File: src/rtl/execute_cycle.sv
// execute_cycle: EX stage of the 5-stage RV32 pipeline.
//
// Applies operand forwarding, evaluates the single-cycle ALU or an iterative
// shift-add MUL, resolves branch/jump redirects, and drives the EX/MEM register.
//
// Ports:
//   clk, rst                      clock, synchronous active-low reset
//   RegWriteE..ALUSrcE            ID/EX control bits
//   ALUControlE                   ALU operation select
//   RD1E, RD2E, ImmExtE           ID/EX operands
//   PCE, PCplus4E, RdE            ID/EX PC values and destination register
//   ForwardAE, ForwardBE          forward selects (00 regfile, 01 ResultW, 10 ALUresultM)
//   ResultW                       writeback result for forwarding
//   PCSrcE, PCTargetE             combinational fetch redirect and target
//   BusyE                         combinational stall request while a MUL runs
//   RegWriteM..RdM                registered EX/MEM outputs
module execute_cycle #(
  parameter int unsigned DATA_WIDTH = 32,
  parameter int unsigned MUL_STEPS  = 32
) (
  input  logic                  clk,
  input  logic                  rst,
  input  logic                  RegWriteE,
  input  logic                  ResultSrcE,
  input  logic                  MemWriteE,
  input  logic                  JumpE,
  input  logic                  BranchE,
  input  logic                  ALUSrcE,
  input  logic [3:0]            ALUControlE,
  input  logic [DATA_WIDTH-1:0] RD1E,
  input  logic [DATA_WIDTH-1:0] RD2E,
  input  logic [DATA_WIDTH-1:0] ImmExtE,
  input  logic [DATA_WIDTH-1:0] PCE,
  input  logic [DATA_WIDTH-1:0] PCplus4E,
  input  logic [4:0]            RdE,
  input  logic [1:0]            ForwardAE,
  input  logic [1:0]            ForwardBE,
  input  logic [DATA_WIDTH-1:0] ResultW,
  output logic                  PCSrcE,
  output logic [DATA_WIDTH-1:0] PCTargetE,
  output logic                  BusyE,
  output logic                  RegWriteM,
  output logic                  ResultSrcM,
  output logic                  MemwriteM,
  output logic [DATA_WIDTH-1:0] ALUresultM,
  output logic [DATA_WIDTH-1:0] WriteDataM,
  output logic [DATA_WIDTH-1:0] PCplus4M,
  output logic [4:0]            RdM
);

  localparam logic [3:0] OpAdd  = 4'b0000;
  localparam logic [3:0] OpSub  = 4'b0001;
  localparam logic [3:0] OpAnd  = 4'b0010;
  localparam logic [3:0] OpOr   = 4'b0011;
  localparam logic [3:0] OpXor  = 4'b0100;
  localparam logic [3:0] OpSlt  = 4'b0101;
  localparam logic [3:0] OpSll  = 4'b0110;
  localparam logic [3:0] OpSrl  = 4'b0111;
  localparam logic [3:0] OpSra  = 4'b1000;
  localparam logic [3:0] OpSltu = 4'b1001;
  localparam logic [3:0] OpMul  = 4'b1010;

  localparam int unsigned CntW = $clog2(MUL_STEPS + 1);
  localparam int unsigned ShW  = $clog2(DATA_WIDTH);
  localparam logic [CntW-1:0] LastCnt = CntW'(MUL_STEPS - 1);

  typedef enum logic [1:0] {StIdle, StRun, StDone} state_t;

  state_t                  state;
  logic [CntW-1:0]         cnt;
  logic [DATA_WIDTH-1:0]   acc;
  logic [DATA_WIDTH-1:0]   mcand;
  logic [DATA_WIDTH-1:0]   mplier;

  logic [DATA_WIDTH-1:0]   src_a;
  logic [DATA_WIDTH-1:0]   src_b;
  logic [DATA_WIDTH-1:0]   write_data_e;
  logic [DATA_WIDTH-1:0]   alu_result;
  logic [ShW-1:0]          shamt;
  logic                    is_mul;
  logic                    zero_e;

  // EX/MEM next-state values
  logic                    reg_write_d;
  logic                    result_src_d;
  logic                    mem_write_d;
  logic [DATA_WIDTH-1:0]   alu_result_d;
  logic [DATA_WIDTH-1:0]   write_data_d;
  logic [DATA_WIDTH-1:0]   pc_plus4_d;
  logic [4:0]              rd_d;

  assign is_mul = (ALUControlE == OpMul);
  assign shamt  = src_b[ShW-1:0];

  // Forwarding muxes; select 11 falls back to the register file value.
  always_comb begin
    case (ForwardAE)
      2'b01:   src_a = ResultW;
      2'b10:   src_a = ALUresultM;
      default: src_a = RD1E;
    endcase
    case (ForwardBE)
      2'b01:   write_data_e = ResultW;
      2'b10:   write_data_e = ALUresultM;
      default: write_data_e = RD2E;
    endcase
    src_b = ALUSrcE ? ImmExtE : write_data_e;
  end

  // Single-cycle ALU; MUL is handled by the iterative datapath and yields 0 here.
  always_comb begin
    alu_result = '0;
    case (ALUControlE)
      OpAdd:   alu_result = src_a + src_b;
      OpSub:   alu_result = src_a - src_b;
      OpAnd:   alu_result = src_a & src_b;
      OpOr:    alu_result = src_a | src_b;
      OpXor:   alu_result = src_a ^ src_b;
      OpSlt:   alu_result = {{(DATA_WIDTH-1){1'b0}}, ($signed(src_a) < $signed(src_b))};
      OpSltu:  alu_result = {{(DATA_WIDTH-1){1'b0}}, (src_a < src_b)};
      OpSll:   alu_result = src_a << shamt;
      OpSrl:   alu_result = src_a >> shamt;
      OpSra:   alu_result = $unsigned($signed(src_a) >>> shamt);
      default: alu_result = '0;
    endcase
  end

  // A MUL never reports zero so it cannot be mistaken for a taken branch.
  assign zero_e    = (alu_result == '0) && !is_mul;
  assign PCSrcE    = JumpE | (BranchE & zero_e);
  assign PCTargetE = PCE + ImmExtE;
  assign BusyE     = ((state == StIdle) && is_mul) || (state == StRun);

  // EX/MEM load selection: ALU result, bubble, or finished product.
  always_comb begin
    reg_write_d  = 1'b0;
    result_src_d = 1'b0;
    mem_write_d  = 1'b0;
    alu_result_d = '0;
    write_data_d = '0;
    pc_plus4_d   = '0;
    rd_d         = '0;
    case (state)
      StIdle: begin
        if (!is_mul) begin
          reg_write_d  = RegWriteE;
          result_src_d = ResultSrcE;
          mem_write_d  = MemWriteE;
          alu_result_d = alu_result;
          write_data_d = write_data_e;
          pc_plus4_d   = PCplus4E;
          rd_d         = RdE;
        end
      end
      StDone: begin
        reg_write_d  = RegWriteE;
        result_src_d = ResultSrcE;
        mem_write_d  = MemWriteE;
        alu_result_d = acc;
        write_data_d = write_data_e;
        pc_plus4_d   = PCplus4E;
        rd_d         = RdE;
      end
      default: ;
    endcase
  end

  always_ff @(posedge clk) begin
    if (!rst) begin
      state      <= StIdle;
      cnt        <= '0;
      acc        <= '0;
      mcand      <= '0;
      mplier     <= '0;
      RegWriteM  <= 1'b0;
      ResultSrcM <= 1'b0;
      MemwriteM  <= 1'b0;
      ALUresultM <= '0;
      WriteDataM <= '0;
      PCplus4M   <= '0;
      RdM        <= '0;
    end else begin
      RegWriteM  <= reg_write_d;
      ResultSrcM <= result_src_d;
      MemwriteM  <= mem_write_d;
      ALUresultM <= alu_result_d;
      WriteDataM <= write_data_d;
      PCplus4M   <= pc_plus4_d;
      RdM        <= rd_d;
      case (state)
        StIdle: begin
          if (is_mul) begin
            // Operands are captured once; later forwarding changes are ignored.
            mcand  <= src_a;
            mplier <= src_b;
            acc    <= '0;
            cnt    <= '0;
            state  <= StRun;
          end
        end
        StRun: begin
          if (mplier[0]) begin
            acc <= acc + mcand;
          end
          mcand  <= mcand << 1;
          mplier <= mplier >> 1;
          cnt    <= cnt + 1'b1;
          if (cnt == LastCnt) begin
            state <= StDone;
          end
        end
        StDone: begin
          // ID/EX advances on this edge, so returning to idle cannot restart this MUL.
          state <= StIdle;
        end
        default: state <= StIdle;
      endcase
    end
  end

endmodule

File: config.mk
export PLATFORM = sky130hd
export DESIGN_NAME = execute_cycle
export DESIGN_NICKNAME = d
export VERILOG_FILES = /design/src/rtl/execute_cycle.sv
export SDC_FILE = /design/constraint.sdc
export NUM_CORES = 1
export LEC_CHECK = 0
export BUFFER_PORTS_ARGS = -buffer_cell sky130_fd_sc_hd__buf_2
export CAP_MARGIN = 20
export CORE_ASPECT_RATIO = 1.4
export CORE_MARGIN = 2
export CORE_UTILIZATION = 35
export DETAILED_ROUTE_END_ITERATION = 8
export SYNTH_ARGS = -nofsm -noshare
export SYNTH_HDL_FRONTEND = slang
export SYNTH_SLANG_ARGS = --single-unit
export TNS_END_PERCENT = 50
File: constraint.sdc
create_clock -name clk -period 12.3 [get_ports clk]
set_clock_uncertainty 0.1 [all_clocks]
set_input_delay 0.615 -clock clk [delete_from_list [all_inputs] [get_ports clk]]
set_output_delay 0.615 -clock clk [all_outputs]
set_load 0.005 [all_outputs]
==> metrics.yaml, run 1 <==
cts:
  postCtsSetupBuffers: 0
  clock-sinks: 208
  clkTransAtPathRegs_ps: 70
  postCtsHoldBufs: 0
  cts_max_level: 1
  clockBufferDepth: 3
  clk_latency_ps: 570
  cts_tree: "yes"
  clockRootBuffer: "clkbuf_16"
  cts_resized: 0
  numCtsBuffers: 24
grt:
  grt_pass1_vias: 24500
  grt_pass1_wl_um: 174000
  grt_overflow_total: 0
  antenna_found_initial: 6
  grt_max_degree: 105
  track_usage_pct: 38.4
synth:
  ys_ff_latch: 208
  seq_area_frac_synth_pct: 19.6
  muxShareOfSynthArea_pct: 7.41
  syn-instance-count: 2874
  synthXorXnorAreaFrac_pct: 2.52
  netlist_area_um2: 21200
  yosys.area.top_type: "dfxtp_1"
  synth-simple-area-share_pct: 19.8
  synth_edf_count: 0
  netlist.area_leader.share_pct: 19.6
  synth_top_family_by_area: "compound AO/OA/AOI/OAI gates"
  syn-mean-instance-area_um2: 7.38
  synthesis.yosys.warnings: 0
  ys_top_cells_by_area: "dfxtp_1, ha_1, a21oi_1"
  syn_nets: 3257
  synth_fa_ha_area_share_pct: 10.2
  async_reset_ff_share_pct: 0
  synth.distinct_cells: 96
  synthFlopType: "dfxtp_1"
  synth-compound-area-share_pct: 33.8
floorplanning:
  start_util_pct: 35.5
  rows: 106
  core_area_um2: 59800
  die_h_um: 295
  die-area_um2: 62600
  die_w_um: 212
  ios: 351
sta:
  max_freq_mhz: 123
  slew_headroom_pct: 3.68
  min_period_ps: 8110
  finalHoldViolCount: 0
  rsz0062_at_grt: "false"
  tightest_slew_ps: 1440
  fin_crit_sh_pct: 65.9
  slew_viol_final: 0
  setup-tns-final_ps: 0
  setup_viol: 0
cells_and_area:
  area_growth_pct: 16.0
  fill_cells: 6379
  nets: 3510
  fin_util_pct: 41.1
  layout-drive-gt1-share_pct: 17.5
drt:
  drcViolationCount: 0
  drtAntennaViolNets: 0
  drt-wirelength-per-cell_um: 31.6
  dr.pass1.iters: 6
  drt-initial-drc-count: 3301
  num_vias: 25800
  routed_wl_um: 125000
  viasPerCell: 6.51
placement:
  hpwlAfterDp_um: 95300
  io_buffers: 350
  place_congestion: 1.15
setup_path:
  crit_required_ps: 11590
  crit_start: "ForwardBE[0]"
  crit_fanout: 65
  cp-end-kind: "primary output"
  start_kind: "input port"
  worst-setup-path-type: "input port to primary output"
  reg2reg_from: "ALUresultM[1]"
  timing.critical_path.arrival_ps: 7390
pwr:
  power_density_nw_per_um2: 121
  ir_drop_uv: 97.1
  leakagePower_nw: 10.8
worst_hold_path:
  hp-class: "input port to flip-flop"
  min-delay-start: "PCplus4E[24]"
run_status:
  status: "finished clean"
flow_run:
  maxCapViolations: 0
## placed cells by master (no fill, tap or decap), types with 79 or more instances in the layout
| cell | synthesis | routed |
|---|---|---|
| buf_2 | 29 | 350 |
| dfxtp_1 | 208 | 208 |
| buf_4 | 2 | 79 |
| nor2_1 | 286 | 284 |
| a22oi_1 | 110 | 110 |
| o22ai_1 | 99 | 99 |
| mux2i_1 | 121 | 121 |
| o21ai_0 | 169 | 164 |
| nand2_1 | 221 | 219 |
| inv_1 | 125 | 123 |
| ha_1 | 166 | 164 |
| a21oi_1 | 253 | 253 |
## state kept, by name (all words and copies together), names as in the netlist
name / count
ResultSrcM: 1
PCplus4M: 32
state: 2
WriteDataM: 32
ALUresultM: 32
mcand: 32
mplier: 32
MemwriteM: 1
RdM: 5
cnt: 6
acc: 32
RegWriteM: 1
## cells by family after synthesis
logic type,Yosys count
DFF,208
xor gates and xnor gates,61
buffers and inverters,335
AOI/OAI and AO/OA,1065
adders and majority gates,170
muxes,146
and+or+nand+nor,889
## worst paths after layout
kind         slack, ps             end  cells past startpoint
max reg2reg       6170  ALUresultM[23]                     16
max               4190          PCSrcE                     20
min                170    PCplus4M[24]                      2
min reg2reg        400          cnt[5]                      2
## critical path, cell delays in order
cell       delay (ps)
buf_2             100
inv_1              40
ha_2              290
buf_4             510
nor2b_1           400
o31ai_4            70
buf_4             250
inv_1              80
buf_4             440
nand2_1           550
o22ai_1           410
nor3_1             80
a2111oi_1        1190
o21a_1            230
nand4_1            90
or4_1             620
nor4_1            640
nand4_1           150
o31ai_1           390
buf_2             190
## per-stage QoR
stage                     hold WS [ps]  instances  setup WS [ps]  instance area, µm²  power, W
after floorplan                    349       2874           6400               21200   0.00158
after global placement             378       3906           4760               23700   0.00212
after detailed placement           386       3907           4760               23700   0.00210
after CTS                          159       3949           4720               24600   0.00290
after global routing               172       3953           4280               24600   0.00306
final                              171       3957           4190               24600   0.00297
## synth_stat cells (all sizes together) (31+ instances only)
master    n
nand3    60
o21ai   187
nor2b    43
buf      57
a21oi   253
o22ai    99
dfxtp   208
a22oi   112
inv     129
nor2    286
o221ai   73
ha      166
and3     58
nor3     64
clkbuf  148
a211oi   31
mux2i   122
xnor2    45
o211ai   31
nand2   222
a21o     38
## per-layer routing
layer / up-vias / global-route usage (%) / part of all wire, %
li1: 11300 / - / -
met1: 12300 / 44.6 / 36
met2: 1711 / 61.4 / 45
met5: - / 0 / 0.035
met4: 6 / 31.5 / 9.9
met3: 478 / 7.04 / 8.9
## cell type report
| cell class | count | area (µm²) | share of cell area (%) |
|---|---|---|---|
| antenna | 4 | 10.0 | 0.0407 |
| multi-input combinational | 2331 | 15700 | 63.9 |
| inverter | 130 | 498 | 2.02 |
| sequential | 208 | 4160 | 16.9 |
| clock inverter | 12 | 183 | 0.742 |
| timing repair buffer | 432 | 2370 | 9.62 |
| clock buffer | 30 | 654 | 2.66 |
| tap | 810 | 1010 | 4.12 |
## where the power goes
part	total [W]	switching (W)	internal (W)
Sequential	0.000766	0.0000486	0.000717
Combinational	0.00140	0.000949	0.000455
Clock	0.000804	0.000340	0.000464
Total	0.00297	0.00134	0.00164
Note: power is estimated with default switching activity, not from simulation.
==> run 2, diff against run 1 <==
--- a/config.mk
+++ b/config.mk
@@ -5,6 +5,7 @@
 export SDC_FILE = /design/constraint.sdc
 export NUM_CORES = 1
 export LEC_CHECK = 0
+export ABC_AREA = 1
 export BUFFER_PORTS_ARGS = -buffer_cell sky130_fd_sc_hd__buf_2
 export CAP_MARGIN = 20
 export CORE_ASPECT_RATIO = 1.4
==> constraint.sdc (replaced) <==
create_clock -name clk -period 7.14 [get_ports clk]
set_clock_uncertainty 0.1 [all_clocks]
set_input_delay 0.357 -clock clk [delete_from_list [all_inputs] [get_ports clk]]
set_output_delay 0.357 -clock clk [all_outputs]
set_load 0.005 [all_outputs]
==> run 2 against run 1 <==
Net effect:
- combinational power increased by 91%
- via count increased by 9.1%
- non-clock buffer count increased by 30
- critical endpoint unchanged
- largest cell class unchanged
- largest power group unchanged
==> metrics.yaml, run 2 <==
run_status:
  status: "finished clean"  # unchanged
drt:
  drcViolationCount: 0  # unchanged
  num_vias: 28100  # was 25.8k
  dr.pass1.iters: 6  # unchanged
  routed_wl_um: 129000  # was 125,000 µm
  drt-wirelength-per-cell_um: 26.9  # was 31.6 µm
  viasPerCell: 5.85  # was 6.51
  drtAntennaViolNets: 0  # unchanged
  drt-initial-drc-count: 3641  # was 3,301
pwr:
  seqPwrFrac_pct: 23.9  # was 25.7%
  ir_drop_uv: 183  # was 97.1 µV
  p_clk_share_pct: 27.1  # was 27.0%
  netSwitchingPower_w: 0.00256  # was 0.00134 W
  p_total_w: 0.00545  # was 0.00297 W
  comb_power_share_pct: 49.0  # was 47.2%
  power_density_nw_per_um2: 214  # was 121 nW/µm²
  internal-power_w: 0.00289  # was 0.00164 W
  leakagePower_nw: 12.6  # was 10.8 nW
  swShare_pct: 47.0  # was 45.0%
grt:
  grt_pass1_vias: 26300  # was 24.5k
  track_usage_pct: 39.4  # was 38.4%
  antenna_found_initial: 18  # was 6
  grt_overflow_total: 0  # unchanged
  grt_pass1_wl_um: 182000  # was 174,000 µm
  grt_max_degree: 80  # was 105
floorplanning:
  die_w_um: 214  # was 212 µm
  start_util_pct: 35.4  # was 35.5%
  die_h_um: 298  # was 295 µm
  rows: 107  # was 106
  ios: 351  # unchanged
  die-area_um2: 63700  # was 62,600 µm²
  core_area_um2: 60900  # was 59,800 µm²
placement:
  dp_cells: 4693  # was 3,907
  place_congestion: 1.13  # was 1.15
  io_buffers: 350  # unchanged
  hpwlAfterDp_um: 101000  # was 95,300 µm
synth:
  synth_edf_count: 0  # unchanged
  async_reset_ff_share_pct: 0  # unchanged
  syn-instance-count: 3659  # was 2,874
  netlist.area_leader.share_pct: 19.3  # was 19.6%
  ys_top_cells_by_area: "dfxtp_1, nand2_1, nand3_1"  # was dfxtp_1, ha_1, a21oi_1
  yosys-top-cells-count: "nand2_1, nand3_1, nor2_1"  # was nor2_1, a21oi_1, nand2_1
  synthesis.yosys.warnings: 0  # unchanged
  syn-mean-instance-area_um2: 5.90  # was 7.38 µm²
  synth.most_common_cell: "nand2_1"  # was nor2_1
  synthFlopType: "dfxtp_1"  # unchanged
  seq_area_frac_synth_pct: 19.3  # was 19.6%
  yosys.area.top_type: "dfxtp_1"  # unchanged
  synth.distinct_cells: 54  # was 96
  ys_ff_latch: 208  # unchanged
  syn_nets: 4042  # was 3,257
  netlist_area_um2: 21600  # was 21,200 µm²
cells_and_area:
  most-common-layout-cells: "nand2_1, nand3_1, inv_1"  # was buf_2, nor2_1, a21oi_1
  fill_cells: 6655  # was 6,379
  layout-drive-gt1-share_pct: 13.3  # was 17.5%
  final_common_cell: "nand2_1"  # was buf_2
  stdcell_count: 4801  # was 3,957
  area_growth_pct: 18.1  # was 16.0%
  nets: 4342  # was 3,510
sta:
  rsz0062_at_grt: "false"  # unchanged
  hold_ws_ps: 4.03  # was 171 ps
  min_period_ps: 6440
  setup_viol: 0  # unchanged
  slew_headroom_pct: 20.4  # was 3.68%
  setup-tns-final_ps: 0  # unchanged
  finalHoldViolCount: 0  # unchanged
  max_freq_mhz: 155
  tightest_slew_ps: 1190  # was 1440 ps
  slew_viol_final: 0  # unchanged
  fin_crit_sh_pct: 90.2
setup_path:
  slowest_stage: "buf_4"  # was a2111oi_1
  start_kind: "input port"  # unchanged
  timing.critical_path.arrival_ps: 5980  # was 7390 ps
  crit_fanout: 69  # was 65
  worst-setup-path-type: "input port to primary output"  # unchanged
  slowest_delay_ps: 600  # was 1190 ps
  cp-end-kind: "primary output"  # unchanged
  crit_required_ps: 6680  # was 11,590 ps
  path_common_cell: "nand2_1"  # was buf_4
cts:
  clock-sinks: 208  # unchanged
  clkTransAtPathRegs_ps: 60  # was 70 ps
  clockRootBuffer: "clkbuf_16"  # unchanged
  cts_tree: "yes"  # unchanged
  clockBufferDepth: 3  # unchanged
  postCtsSetupBuffers: 0  # unchanged
  cts_max_level: 1  # unchanged
  clk_latency_ps: 600  # was 570 ps
  numCtsBuffers: 25  # was 24
flow_run:
  maxCapViolations: 0  # unchanged
worst_hold_path:
  hp-class: "input port to flip-flop"  # unchanged
[run 2: cell count changes in the layout (fill, tap and decap cells not counted), sizes merged, moves of 43 or more]
cell,delta
inv,+260
dlygate4sd3,+53
nor2,+101
nand3,+489
and3,-54
o221ai,-67
o21ai,+88
nor2b,-43
nand2,+575
mux2i,-122
a22oi,-97
a21oi,+72
[run 2: metal layers]
| metal | GRT usage [%] | wire, µm | vias up |
|---|---|---|---|
| li1 | - | - | 12900 |
| met1 | 43.8 | 46100 | 13000 |
| met3 | 13.9 | 14300 | 492 |
| met2 | 60.4 | 55900 | 1726 |
| met4 | 31.9 | 12900 | 16 |
| met5 | 0 | 103 | - |
[run 2: power by group through the flow]
stage	clock [W]	sequential [W]	combinational (W)
3_5_place_dp	0	0.00132	0.00249
5_1_grt	0.00153	0.00130	0.00284
3_3_place_gp	0	0.00132	0.00251
6_report	0.00148	0.00130	0.00267
4_1_cts	0.00148	0.00130	0.00252
2_1_floorplan	0	0.00130	0.00153
[run 2: cell type report]
cell class	count	area [µm²]	share of cell area, %
clock buffers	32	692	2.72
clock inverters	12	233	0.913
diodes	8	20.0	0.0786
flip-flops and latches	208	4160	16.3
repair buffers	462	2730	10.7
inverters	392	1480	5.79
multi-input cells	2870	15100	59.4
well taps	817	1020	4.01
[run 2: logic make-up (layout without fill, tap and decap cells)]
logic type / count (synthesis) / in the layout / share of synthesized area, %
xor+xnor: 38 / 38 / 1.54
compound gates: 809 / 809 / 21.2
fa+ha+maj: 170 / 170 / 10.0
flops: 208 / 208 / 19.3
simple gates: 1853 / 1853 / 37.1
other cells: 0 / 8 / 0
buf+inv: 581 / 898 / 10.9
[run 2: critical path: cells and delay by family]
family        cells  cell delay [ps]
fa+ha+maj         2              760
buf+inv           9             1870
simple gates     20             2940
[run 2: per-stage QoR]
stage	cell area [µm²]	utilization [%]	setup slack, ps
final	25500	41.8	699
after global routing	25500	41.8	411
after CTS	25400	41.7	964
after detailed placement	24000	39.4	1000
after global placement	24000	39.4	941
after floorplan	21600	-	2970
[run 2: worst paths after layout]
check,from,slack [ps],end,cells past startpoint
setup reg to reg,ALUresultM[0],2110,ALUresultM[0],22
setup / recovery,ForwardBE[0],700,PCSrcE,31
hold / removal,RD2E[19],4,WriteDataM[19],3
hold reg to reg,cnt[1],380,cnt[1],2
[run 2: repair_timing]
| item | in CTS | in global routing |
|---|---|---|
| hold buffers | 53 | 0 |
| endpoints found under the hold margin | 53 | 0 |
| gates resized for setup | 0 | 0 |
